**config.mk**
```make
export PLATFORM = sky130hd
export DESIGN_NAME = run_controller
export DESIGN_NICKNAME = d
export VERILOG_FILES = /design/src/rtl/run_ctrl_pkg.sv /design/src/rtl/sat_counter.sv /design/src/rtl/run_controller.sv
export SDC_FILE = /design/constraint.sdc
export NUM_CORES = 1
export LEC_CHECK = 0
export CAP_MARGIN = 20
export CORE_MARGIN = 2
export CORE_UTILIZATION = 41
export DETAILED_ROUTE_END_ITERATION = 16
export PLACE_DENSITY = 0.85
export SYNTH_ARGS = -nofsm -noshare
export SYNTH_HDL_FRONTEND = slang
export SYNTH_SLANG_ARGS = --single-unit
export TNS_END_PERCENT = 5
```
**constraint.sdc**
```tcl
create_clock -name clk -period 2.89 [get_ports clk]
set_clock_uncertainty 0.05 [all_clocks]
set_input_delay 0.578 -clock clk [delete_from_list [all_inputs] [get_ports clk]]
set_output_delay 0.578 -clock clk [all_outputs]
set_load 0.05 [all_outputs]
```
**src/rtl/run_ctrl_pkg.sv**
```systemverilog
// Shared encodings for the processor run controller: FSM state codes,
// stop-cause codes and the default program-end instruction word.
package run_ctrl_pkg;

  typedef enum logic [2:0] {
    ST_IDLE  = 3'd0,
    ST_INIT  = 3'd1,
    ST_RUN   = 3'd2,
    ST_PAUSE = 3'd3,
    ST_STEP  = 3'd4,
    ST_DONE  = 3'd5
  } state_t;

  typedef enum logic [1:0] {
    CAUSE_NONE    = 2'd0,
    CAUSE_HALT    = 2'd1,
    CAUSE_BREAK   = 2'd2,
    CAUSE_TIMEOUT = 2'd3
  } cause_t;

  localparam logic [31:0] DEFAULT_HALT_WORD = 32'hFFFF_FFFF;

endpackage

```
**src/rtl/sat_counter.sv**
```systemverilog
// Saturating up-counter with synchronous clear; holds at all-ones instead
// of wrapping so a long run never reports a small retire count.
module sat_counter #(
  parameter int W = 32
) (
  input  logic         clk,
  input  logic         start_up,
  input  logic         clr,
  input  logic         inc,
  output logic [W-1:0] q
);

  localparam logic [W-1:0] Q_MAX = {W{1'b1}};

  always_ff @(posedge clk or posedge start_up) begin
    if (start_up) begin
      q <= '0;
    end else if (clr) begin
      q <= '0;
    end else if (inc && (q != Q_MAX)) begin
      q <= q + 1'b1;
    end
  end

endmodule

```
**src/rtl/run_controller.sv**
```systemverilog
// Run controller for the single-cycle processor: reset sequencing, launch,
// per-cycle commit gating, single-step, and stop on halt/break/budget/user.
module run_controller
  import run_ctrl_pkg::*;
#(
  parameter int          INIT_CYCLES = 2,
  parameter logic [31:0] MAX_CYCLES  = 32'd0,
  parameter logic [31:0] HALT_WORD   = DEFAULT_HALT_WORD
) (
  input  logic        clk,
  input  logic        start_up,
  input  logic        go,
  input  logic        step,
  input  logic        halt_req,
  input  logic        bp_en,
  input  logic [31:0] bp_addr,
  input  logic [31:0] pc,
  input  logic [31:0] instruction,
  output logic        proc_rst,
  output logic        pc_en,
  output logic [2:0]  state,
  output logic        halted,
  output logic [1:0]  halt_cause,
  output logic [31:0] retired
);

  localparam int              CW        = (INIT_CYCLES > 1) ? $clog2(INIT_CYCLES + 1) : 1;
  localparam logic [CW-1:0]   INIT_LOAD = CW'(INIT_CYCLES - 1);

  state_t        cur;
  state_t        nxt;
  cause_t        cause_q;
  cause_t        cause_nxt;
  logic          set_cause;
  logic          launch;
  logic          launch_paused;
  logic          resume;
  logic          mode_pause;
  logic          bp_skip;
  logic [CW-1:0] init_cnt;
  logic          hit_halt;
  logic          hit_bp;
  logic          hit_budget;

  assign hit_halt   = (instruction == HALT_WORD);
  assign hit_bp     = bp_en && (pc == bp_addr) && !bp_skip;
  assign hit_budget = (MAX_CYCLES != 32'd0) && (retired == MAX_CYCLES);

  always_comb begin
    nxt           = cur;
    pc_en         = 1'b0;
    launch        = 1'b0;
    launch_paused = 1'b0;
    resume        = 1'b0;
    set_cause     = 1'b0;
    cause_nxt     = CAUSE_NONE;
    case (cur)
      ST_IDLE: begin
        if (go) begin
          nxt    = ST_INIT;
          launch = 1'b1;
        end else if (step) begin
          nxt           = ST_INIT;
          launch        = 1'b1;
          launch_paused = 1'b1;
        end
      end
      ST_INIT: begin
        if (init_cnt == '0) begin
          nxt = mode_pause ? ST_PAUSE : ST_RUN;
        end
      end
      // A stop suppresses the commit of the instruction that triggered it.
      ST_RUN: begin
        set_cause = 1'b1;
        if (hit_halt) begin
          nxt       = ST_DONE;
          cause_nxt = CAUSE_HALT;
        end else if (hit_bp) begin
          nxt       = ST_PAUSE;
          cause_nxt = CAUSE_BREAK;
        end else if (hit_budget) begin
          nxt       = ST_DONE;
          cause_nxt = CAUSE_TIMEOUT;
        end else if (halt_req) begin
          nxt       = ST_PAUSE;
          cause_nxt = CAUSE_NONE;
        end else begin
          set_cause = 1'b0;
          pc_en     = 1'b1;
        end
      end
      ST_PAUSE: begin
        if (go) begin
          nxt    = ST_RUN;
          resume = 1'b1;
        end else if (step) begin
          nxt    = ST_STEP;
          resume = 1'b1;
        end
      end
      ST_STEP: begin
        if (hit_halt) begin
          nxt       = ST_DONE;
          set_cause = 1'b1;
          cause_nxt = CAUSE_HALT;
        end else if (hit_budget) begin
          nxt       = ST_DONE;
          set_cause = 1'b1;
          cause_nxt = CAUSE_TIMEOUT;
        end else begin
          nxt   = ST_PAUSE;
          pc_en = 1'b1;
        end
      end
      ST_DONE: begin
        if (go) begin
          nxt    = ST_INIT;
          launch = 1'b1;
        end
      end
      default: nxt = ST_IDLE;
    endcase
  end

  always_ff @(posedge clk or posedge start_up) begin
    if (start_up) begin
      cur        <= ST_IDLE;
      init_cnt   <= '0;
      bp_skip    <= 1'b0;
      mode_pause <= 1'b0;
      cause_q    <= CAUSE_NONE;
    end else begin
      cur <= nxt;
      if (launch) begin
        init_cnt   <= INIT_LOAD;
        mode_pause <= launch_paused;
        cause_q    <= CAUSE_NONE;
      end else begin
        if ((cur == ST_INIT) && (init_cnt != '0)) begin
          init_cnt <= init_cnt - 1'b1;
        end
        if (set_cause) begin
          cause_q <= cause_nxt;
        end
      end
      // Skip lets the instruction sitting on a breakpoint execute once after resume.
      if (resume) begin
        bp_skip <= 1'b1;
      end else if ((cur == ST_RUN) || (cur == ST_STEP)) begin
        bp_skip <= 1'b0;
      end
    end
  end

  sat_counter #(.W(32)) u_retired (
    .clk      (clk),
    .start_up (start_up),
    .clr      (launch),
    .inc      (pc_en),
    .q        (retired)
  );

  assign state      = cur;
  assign halt_cause = cause_q;
  assign halted     = (cur == ST_DONE);
  assign proc_rst   = (cur == ST_IDLE) || (cur == ST_INIT);

endmodule

```
After elaboration in Yosys (flattened, before gate mapping)
Cells that the tools add are included.

operators by class
  $add $sub $neg = 2
  eq/ne operators = 13
  multiplexer cells = 41
  reduce and logical (&&, ||, !) cells = 15

operators by type and width
  cell                                                                   number
  32-bit 2-to-1 mux                                                      2
  32-bit by 1-bit adder with 32-bit output, second input constant        1
  32-bit equality test                                                   1
  32-bit equality test, second input constant                            1
  32-bit != test, second input constant                                  1
  3-bit 2-to-1 mux                                                       10
  1-bit 2-to-1 mux                                                       18
  3-bit one-hot mux with 6 select lines                                  1
  2-bit 2-to-1 mux                                                       6
  2-bit nonzero test                                                     5
  3-bit by 2-bit equality test with 1-bit output, second input constant  2
  3-bit equality test, second input constant                             2
  3-bit != test, second input constant                                   2
  1-bit one-hot mux with 2 select lines                                  3
  5-bit AND reduction                                                    1
  1-bit logical AND                                                      4
  2-bit != test, second input constant                                   2
  4-bit != test, second input constant                                   1
  2-bit one-hot mux with 2 select lines                                  1
  3-bit by 1-bit equality test with 1-bit output, second input constant  1
  3-bit logical NOT                                                      1
  2-bit logical NOT                                                      1
  1-bit logical OR                                                       2
  2-bit by 1-bit subtractor with 2-bit output, second input constant     1
  1-bit logical NOT                                                      1

word-level totals
  flip-flop bits (word level) = 41
  input bits = 102
  output and inout bits = 40
  word-level logic and storage cells = 77

Logic depth before layout (Yosys ltp)
Gate-level depths: netlist of the first run.

  depth in word-level cells = 9
  depth in mapped cells = 10
  mapped depth without buffers = 8

Cells and area by module
A second synthesis of the first run with hierarchy kept.

unflattened totals
  cell total of the unflattened synthesis = 326
  area total of the unflattened synthesis = 2999.1 µm²

modules (own cells, without submodules)
  module          instances  cells an instance  area each (µm²)  sequential area each (µm²)
  sat_counter     1          199                1911.8           800.8
  run_controller  1          127                1087.3           225.2

Worst setup path before layout of the first run
Ideal clock, no wire load.

  kind = input -> output
  start point = input pc[15]
  end point = output pc_en
  arrival time = 2.088 ns
  required time = 2.262 ns
  setup slack = 0.174 ns
  stages on the path = 7
  cells stage by stage = xnor2_1 nand4_1 nor4_1 a31oi_1 a21oi_1 buf_2 nor2b_1

on the way
  cells in the longest elaborated chain, start to end = 6

ends and longest elaborated chain
  element                                RTL line              source
  start: declaration                     run_controller.sv:17  input logic [31:0] pc,
  32-bit equality test                   run_controller.sv:46  assign hit_bp = bp_en && (pc == bp_addr) && !bp_skip;
  1-bit logical AND (2 in series)        run_controller.sv:46
  1-bit 2-to-1 mux                       run_controller.sv:79  end else if (hit_bp) begin
  1-bit 2-to-1 mux                       run_controller.sv:76  if (hit_halt) begin
  1-bit one-hot mux with 2 select lines  run_controller.sv:57  case (cur)
  end: declaration                       run_controller.sv:20  output logic pc_en,

No other way between the ends.

Worst setup path in the final report of the first run
  start point = input bp_addr[14]
  end point = output pc_en

on the way
  cells in the longest elaborated chain, start to end = 6

ends and longest elaborated chain
  element                                RTL line              source
  start: declaration                     run_controller.sv:16  input logic [31:0] bp_addr,
  32-bit equality test                   run_controller.sv:46
  1-bit logical AND (2 in series)        run_controller.sv:46
  1-bit 2-to-1 mux                       run_controller.sv:79
  1-bit 2-to-1 mux                       run_controller.sv:76
  1-bit one-hot mux with 2 select lines  run_controller.sv:57

No other way between the ends.

==> results of run 1 <==
routing by layer:
layer	track usage [%]	vias up	wire length (µm)
met1	29.95	1455	3632
met5	0	-	0
met4	8.523	0	169
met3	4.571	15	548
li1	-	1428	-
met2	43.71	116	5179
state kept, by name, summed over array words and instances, names as in the netlist:
| name | count |
|---|---|
| u_retired.q | 32 |
| state | 3 |
| halt_cause | 2 |
| init_cnt | 2 |
| bp_skip | 1 |
| mode_pause | 1 |
worst max path at each step:
stage | depth (start not counted) | start | to | slack [ns]
after floorplan | 7 | pc[15] | pc_en | 0.17
final | 8 | bp_addr[14] | pc_en | 0.10
after global routing | 7 | instruction[9] | pc_en | -0.01
after global placement | 9 | bp_addr[25] | pc_en | -0.09
after detailed placement | 11 | bp_addr[25] | u_retired.q[29]$_DFFE_PP0P_ | -0.11
after CTS | 9 | bp_addr[22] | pc_en | 0.001
timing repair:
action	CTS	global route
gates cloned	0	0
setup buffers	3	3
pin swaps	17	26
resized for setup	27	40
endpoints found under the setup margin	1	1
critical path, stage by stage:
cell,delay [ns]
clkdlybuf4s50_1,0.47
xnor2_1,0.11
nand4_1,0.18
nor4_4,0.25
a31oi_4,0.13
a21oi_2,0.21
nor2b_2,0.08
buf_6,0.15
cell usage after synthesis, types with 2 or more instances:
cell type  instances
xnor2_1           49
dfrtp_1           41
nor2_1            35
nand2_1           33
nand4_1           23
nor3_1            12
a21oi_1           11
nand3_1           11
nor4_1            11
clkbuf_1           9
inv_1              9
o21ai_0            7
a31oi_1            5
mux2i_1            5
and3_1             4
nor2b_1            4
and2_1             3
nand2b_1           3
nand3_2            3
nor4_4             3
or3_1              3
xor2_1             3
a21o_1             2
a41o_1             2
and4_4             2
ha_1               2
nand3b_1           2
o21a_1             2
cell usage in the layout (no fill, tap or decap), types with 3 or more instances in the layout:
master / instances
a21oi_1: 10
a31oi_1: 4
and2_1: 3
and3_1: 4
buf_4: 21
clkbuf_8: 7
clkdlybuf4s50_1: 82
dfrtp_1: 41
dlygate4sd2_1: 21
dlymetal6s2s_1: 36
inv_1: 9
mux2i_1: 5
nand2_1: 33
nand2b_1: 3
nand3_1: 11
nand3_2: 3
nand4_1: 23
nor2_1: 34
nor2b_1: 3
nor3_1: 11
nor4_1: 7
nor4_2: 4
nor4_4: 4
o21ai_0: 7
or3_1: 3
xnor2_1: 49
xor2_1: 3
metrics by stage:
step                util [%]  TNS (ns)  setup slack (ns)  total power [W]
floorplan                  -         0            0.1743         0.001546
global placement       65.11   -0.1167          -0.08652         0.001998
detailed placement     65.11   -0.4075           -0.1071         0.002035
CTS                    67.12         0          0.001151         0.002465
global route           69.23  -0.01447          -0.01447         0.002650
finish                 69.23         0            0.1038         0.002504
kinds of logic after synthesis:
group,after synthesis
fa+ha+maj,2
mux,5
simple gates,158
xor+xnor,52
buf+inv,22
compound gates,37
flops,41
power breakdown:
group	leakage (nW)	switching (W)	internal [W]
Sequential	0.559	0.0000863	0.000635
Combinational	1.51	0.000817	0.000549
Clock	0.0543	0.000201	0.000216
area by class of cell:
type                            count  area share (%)
Antenna cell                        2          0.1082
Clock buffer                        7           2.083
Clock inverter                      1          0.1082
Inverter                            9          0.7303
Multi-Input combinational cell    254           37.08
Sequential cell                    41           22.18
Tap cell                           80           2.164
Timing Repair Buffer              162           35.54
==> flow_summary.ini, run 1 <==
[job]
drv_cap = 0

[die]
start_util_pct = 41.69
coreArea_um2 = 6681
dieHeight_um = 86.42
design.die.area_um2 = 7468
rows = 30
io-pin-count = 142
die_w_um = 86.42

[power]
vdd_ir_drop_max_v = 0.0007714
power_density_nw_per_um2 = 541.4
leakagePower_nw = 2.123

[synth]
muxShareOfSynthArea_pct = 1.797
synth_xor_area_share_pct = 16.35
async_reset_ff_share_pct = 100.0
synth_area_leaders = dfrtp_1 37%, xnor2_1 15%, nand4_1 5.2%, nor2_1 4.7%, nand2_1 4.4%
synth_compound_area_share_pct = 8.580
synth_flop_cell = dfrtp_1
syn-num-nets = 421
synth_top_family_by_area = simple AND/OR/NAND/NOR gates
synth_top_cell_area_share_pct = 36.84
synth_cell_type_count = 46
synthesis.instances = 317
syn_area_um2 = 2785
ys_ff_latch = 41
synth_top_area_cell = dfrtp_1
avgSynthCellArea_um2 = 8.786
yosys.area_share.adder_pct = 0.8985
synthSimpleGateAreaFrac_pct = 31.72
ys_seq_area_share_pct = 36.84
yosysWarnings = 0
synth_edf_count = 0

[timing]
fin_crit_ns = 2.786
finalHoldViolCount = 0
fin_crit_sh_pct = 96.41
setup_viol = 0
relSlewSlack_pct = 64.44
worst_pin_slew_ns = 0.5318
timing.hold.ws_ns = 0.4383
fmaxAchievable_mhz = 358.9
slew_viol_final = 0

[place]
portBuffers = 141
dpl.hpwl_mm = 6.840
dp.cells = 540
placed_area_um2 = 4350
place_congestion = 0.8570

[setup_path]
cp.required_ns = 2.26
worstRegToRegCells = 9
cp-end-kind = output pin
cp-start-kind = primary input
reg2reg_to = u_retired.q[8]$_DFFE_PP0P_
rrSetupSlack_ns = 0.54
timing.rr.start = u_retired.q[3]$_DFFE_PP0P_
crit_path_max_fanout = 2
path_class = primary input to output pin
cp.arrival_ns = 2.16

[clock_tree]
clock_path_buffers = 2
clk_pin_slew_ns = 0.07
clockRootBuffer = clkbuf_8
cts_tree = built
cts_sinks = 41
cts_hold_buf = 0
h-tree-depth = 2
cts_buffers = 5
clock_latency_ns = 0.30

[routing]
routed_wl_mm = 9.530
routedWlPerCell_um = 17.14
route.vias.total = 3014
drc = 0
ant_nets = 0
viasPerCell = 5.421
drt_iter0_drc = 179
dr.pass1.iters = 5

[outcome]
outcome = completed

[global_routing]
grt_pass1_wl_mm = 14.49
antenna_found_initial = 2
grt_max_degree = 42
grt_usage_pct = 24.66
grt_overflow = 0
grt_pass1_vias = 3112

[worst_hold_path]
hold_start = halt_cause[0]$_DFFE_PP0P_
hold_path_depth = 2
min_to = halt_cause[0]$_DFFE_PP0P_
hp-class = register to register

[final_layout]
seq_area_um2 = 1026
areaGrowthSynthToFinish_pct = 66.08
drive_gt1_share_pct = 11.60
fillerInstances = 521
nets = 577
multiInputGateArea_um2 = 1715
stdcell_area_um2 = 4626
fin_cells = 556
Power figures use the tool's default switching activity.
==> inputs of run 2 (changes only) <==
--- a/config.mk
+++ b/config.mk
@@ -13,4 +13,4 @@
 export SYNTH_ARGS = -nofsm -noshare
 export SYNTH_HDL_FRONTEND = slang
 export SYNTH_SLANG_ARGS = --single-unit
-export TNS_END_PERCENT = 5
+export TNS_END_PERCENT = 10
==> results of run 2 <==
The final DEF is identical to that of run 1; final timing and power are the same.
==> inputs of run 3 (changes only) <==
--- a/config.mk
+++ b/config.mk
@@ -7,9 +7,9 @@
 export LEC_CHECK = 0
 export CAP_MARGIN = 20
 export CORE_MARGIN = 2
-export CORE_UTILIZATION = 41
+export CORE_UTILIZATION = 37
 export DETAILED_ROUTE_END_ITERATION = 16
-export PLACE_DENSITY = 0.85
+export PLACE_DENSITY = 0.81
 export SYNTH_ARGS = -nofsm -noshare
 export SYNTH_HDL_FRONTEND = slang
 export SYNTH_SLANG_ARGS = --single-unit
==> constraint.sdc (replaced) <==
create_clock -name clk -period 2.55 [get_ports clk]
set_clock_uncertainty 0.05 [all_clocks]
set_input_delay 0.51 -clock clk [delete_from_list [all_inputs] [get_ports clk]]
set_output_delay 0.51 -clock clk [all_outputs]
set_load 0.05 [all_outputs]
==> flow_summary.ini, run 3 (synthesized netlist as in run 1, its figures left out) <==
[timing]
setup_viol = 0
fin_crit_sh_pct = 99.20
rsz0062_at_grt = true
finalHoldViolCount = 0
finalSetupTns_ns = 0
worst_pin_slew_ns = 0.5324
fin_crit_ns = 2.530
slew_viol_final = 0
relSlewSlack_pct = 64.40
fmaxAchievable_mhz = 395.3

[setup_path]
crit_path_max_fanout = 3
timing.rr.start = u_retired.q[3]$_DFFE_PP0P_
cp-end-kind = output pin
cp-start-kind = primary input
crit_end = pc_en
path_class = primary input to output pin
crit_slowest_cell = clkdlybuf4s50_1
critPathLaunch = instruction[20]
cp.required_ns = 1.99
reg2reg_to = u_retired.q[17]$_DFFE_PP0P_
crit_chain = clkdlybuf4s50_1 -> nand4_1 -> nor4_4 -> a21oi_2 -> nor2b_4 -> buf_8
cp.arrival_ns = 1.97
rrSetupSlack_ns = 0.18
worstRegToRegCells = 10
cpPeakStageDelay_ns = 0.49

[die]
design.die.area_um2 = 8237
start_util_pct = 38.40
dieHeight_um = 90.76
die_w_um = 90.76
io-pin-count = 142
coreArea_um2 = 7253
rows = 31

[final_layout]
final_common_cell = clkdlybuf4s50_1
layout_common_cells = 77 x clkdlybuf4s50_1, 47 x xnor2_1, 41 x dfrtp_1
stdcell_area_um2 = 4622
drive_gt1_share_pct = 16.60
antennaDiodeCount = 0
fin_cells = 575
seq_area_um2 = 1026
multiInputGateArea_um2 = 1804
largest_reg_flops = 32
top_register = u_retired.q
nets = 579
fillerInstances = 616
areaGrowthSynthToFinish_pct = 65.95

[routing]
viasPerCell = 5.104
dr.pass1.iters = 4
route.vias.total = 2935
routed_wl_mm = 8.802
drc = 0
ant_nets = 0
drt_iter0_drc = 171
routedWlPerCell_um = 15.31

[clock_tree]
cts_tree = built
h-tree-depth = 2
cts_buffers = 5
cts_sinks = 41
clock_latency_ns = 0.29
clock_path_buffers = 2
clockRootBuffer = clkbuf_8
clk_pin_slew_ns = 0.08
cts_hold_buf = 0

[global_routing]
grt_overflow = 0
grt_pass1_vias = 2956
grt_usage_pct = 21.14
grt_pass1_wl_mm = 14.19
antenna_found_initial = 0
grt_max_degree = 42

[outcome]
outcome = completed

[power]
vdd_ir_drop_max_v = 0.0004873
leakagePower_nw = 1.896
power_density_nw_per_um2 = 635.0

[place]
dpl.hpwl_mm = 6.709
dp.cells = 563
portBuffers = 141
place_congestion = 0.8480
placed_area_um2 = 4404

[worst_hold_path]
hp-class = register to register

[job]
drv_cap = 0
==> run 3: changes by cell type in the layout (fill, tap and decap cells not counted), moves of 2 or more <==
cell             previous run  this run
xnor2_2                     0         2
buf_4                      21        23
xor2_2                      0         3
dlymetal6s2s_1             36         2
clkdlybuf4s15_1             0        28
nor4_4                      4         6
xor2_1                      3         0
clkdlybuf4s50_1            82        77
xnor2_1                    49        47
dlygate4sd2_1              21        18
diode_2                     2         0
clkbuf_2                    0        13
==> run 3: per-stage QoR <==
step | total power [W] | worst slack (ns) | hold WS, ns | util, %
after global placement | 0.002295 | -0.3282 | 0.4142 | 60.72
after global routing | 0.003105 | -0.03980 | 0.4801 | 63.72
after floorplan | 0.001756 | 0.1216 | 0.4193 | -
after CTS | 0.002887 | -0.01460 | 0.4380 | 63.10
final | 0.002935 | 0.02032 | 0.4414 | 63.72
after detailed placement | 0.002320 | -0.4051 | 0.4178 | 60.72
==> run 3: what timing repair did <==
item	4_1_cts	5_1_grt
pin swaps	39	33
resized for setup	86	54
setup buffers	2	2
endpoints found under the setup margin	12	6
hold endpoints to repair	0	0
==> run 3: how the worst min path moves through the flow <==
| stage | slack (ns) | cells after the start | end | start |
|---|---|---|---|---|
| after floorplan | 0.42 | 2 | mode_pause$_DFFE_PP0P_ | mode_pause$_DFFE_PP0P_ |
| after global routing | 0.48 | 2 | halt_cause[0]$_DFFE_PP0P_ | halt_cause[0]$_DFFE_PP0P_ |
| after CTS | 0.44 | 2 | halt_cause[0]$_DFFE_PP0P_ | halt_cause[0]$_DFFE_PP0P_ |
| final | 0.44 | 2 | halt_cause[0]$_DFFE_PP0P_ | halt_cause[0]$_DFFE_PP0P_ |
| after global placement | 0.41 | 2 | halt_cause[0]$_DFFE_PP0P_ | halt_cause[0]$_DFFE_PP0P_ |
| after detailed placement | 0.42 | 2 | halt_cause[0]$_DFFE_PP0P_ | halt_cause[0]$_DFFE_PP0P_ |
==> run 3: layout make-up <==
| class | count | share of cell area (%) |
|---|---|---|
| Clock buffer | 7 | 1.868 |
| Sequential cell | 41 | 22.20 |
| Multi-Input combinational cell | 254 | 39.04 |
| Clock inverter | 1 | 0.6497 |
| Tap cell | 99 | 2.680 |
| Timing Repair Buffer | 164 | 32.84 |
| Inverter | 9 | 0.7309 |
==> run 3: critical path, delay by kind of cell <==
kind,cells,cell delay (ns)
simple gates,3,0.68
buf+inv,2,0.64
compound gates,1,0.14
==> run 3: power by group <==
part	switching [W]	internal [W]	leakage (nW)
logic	0.000914	0.000649	1.28
clock network	0.000225	0.000319	0.0585
registers	0.000109	0.000719	0.559
==> run 3: per-layer routing <==
metal	global-route usage [%]	vias up	wire length, µm
li1	-	1433	-
met1	27.03	1410	3635
met2	35.70	77	4598
met3	4.090	15	407
met4	7.179	0	161
met5	0	-	0
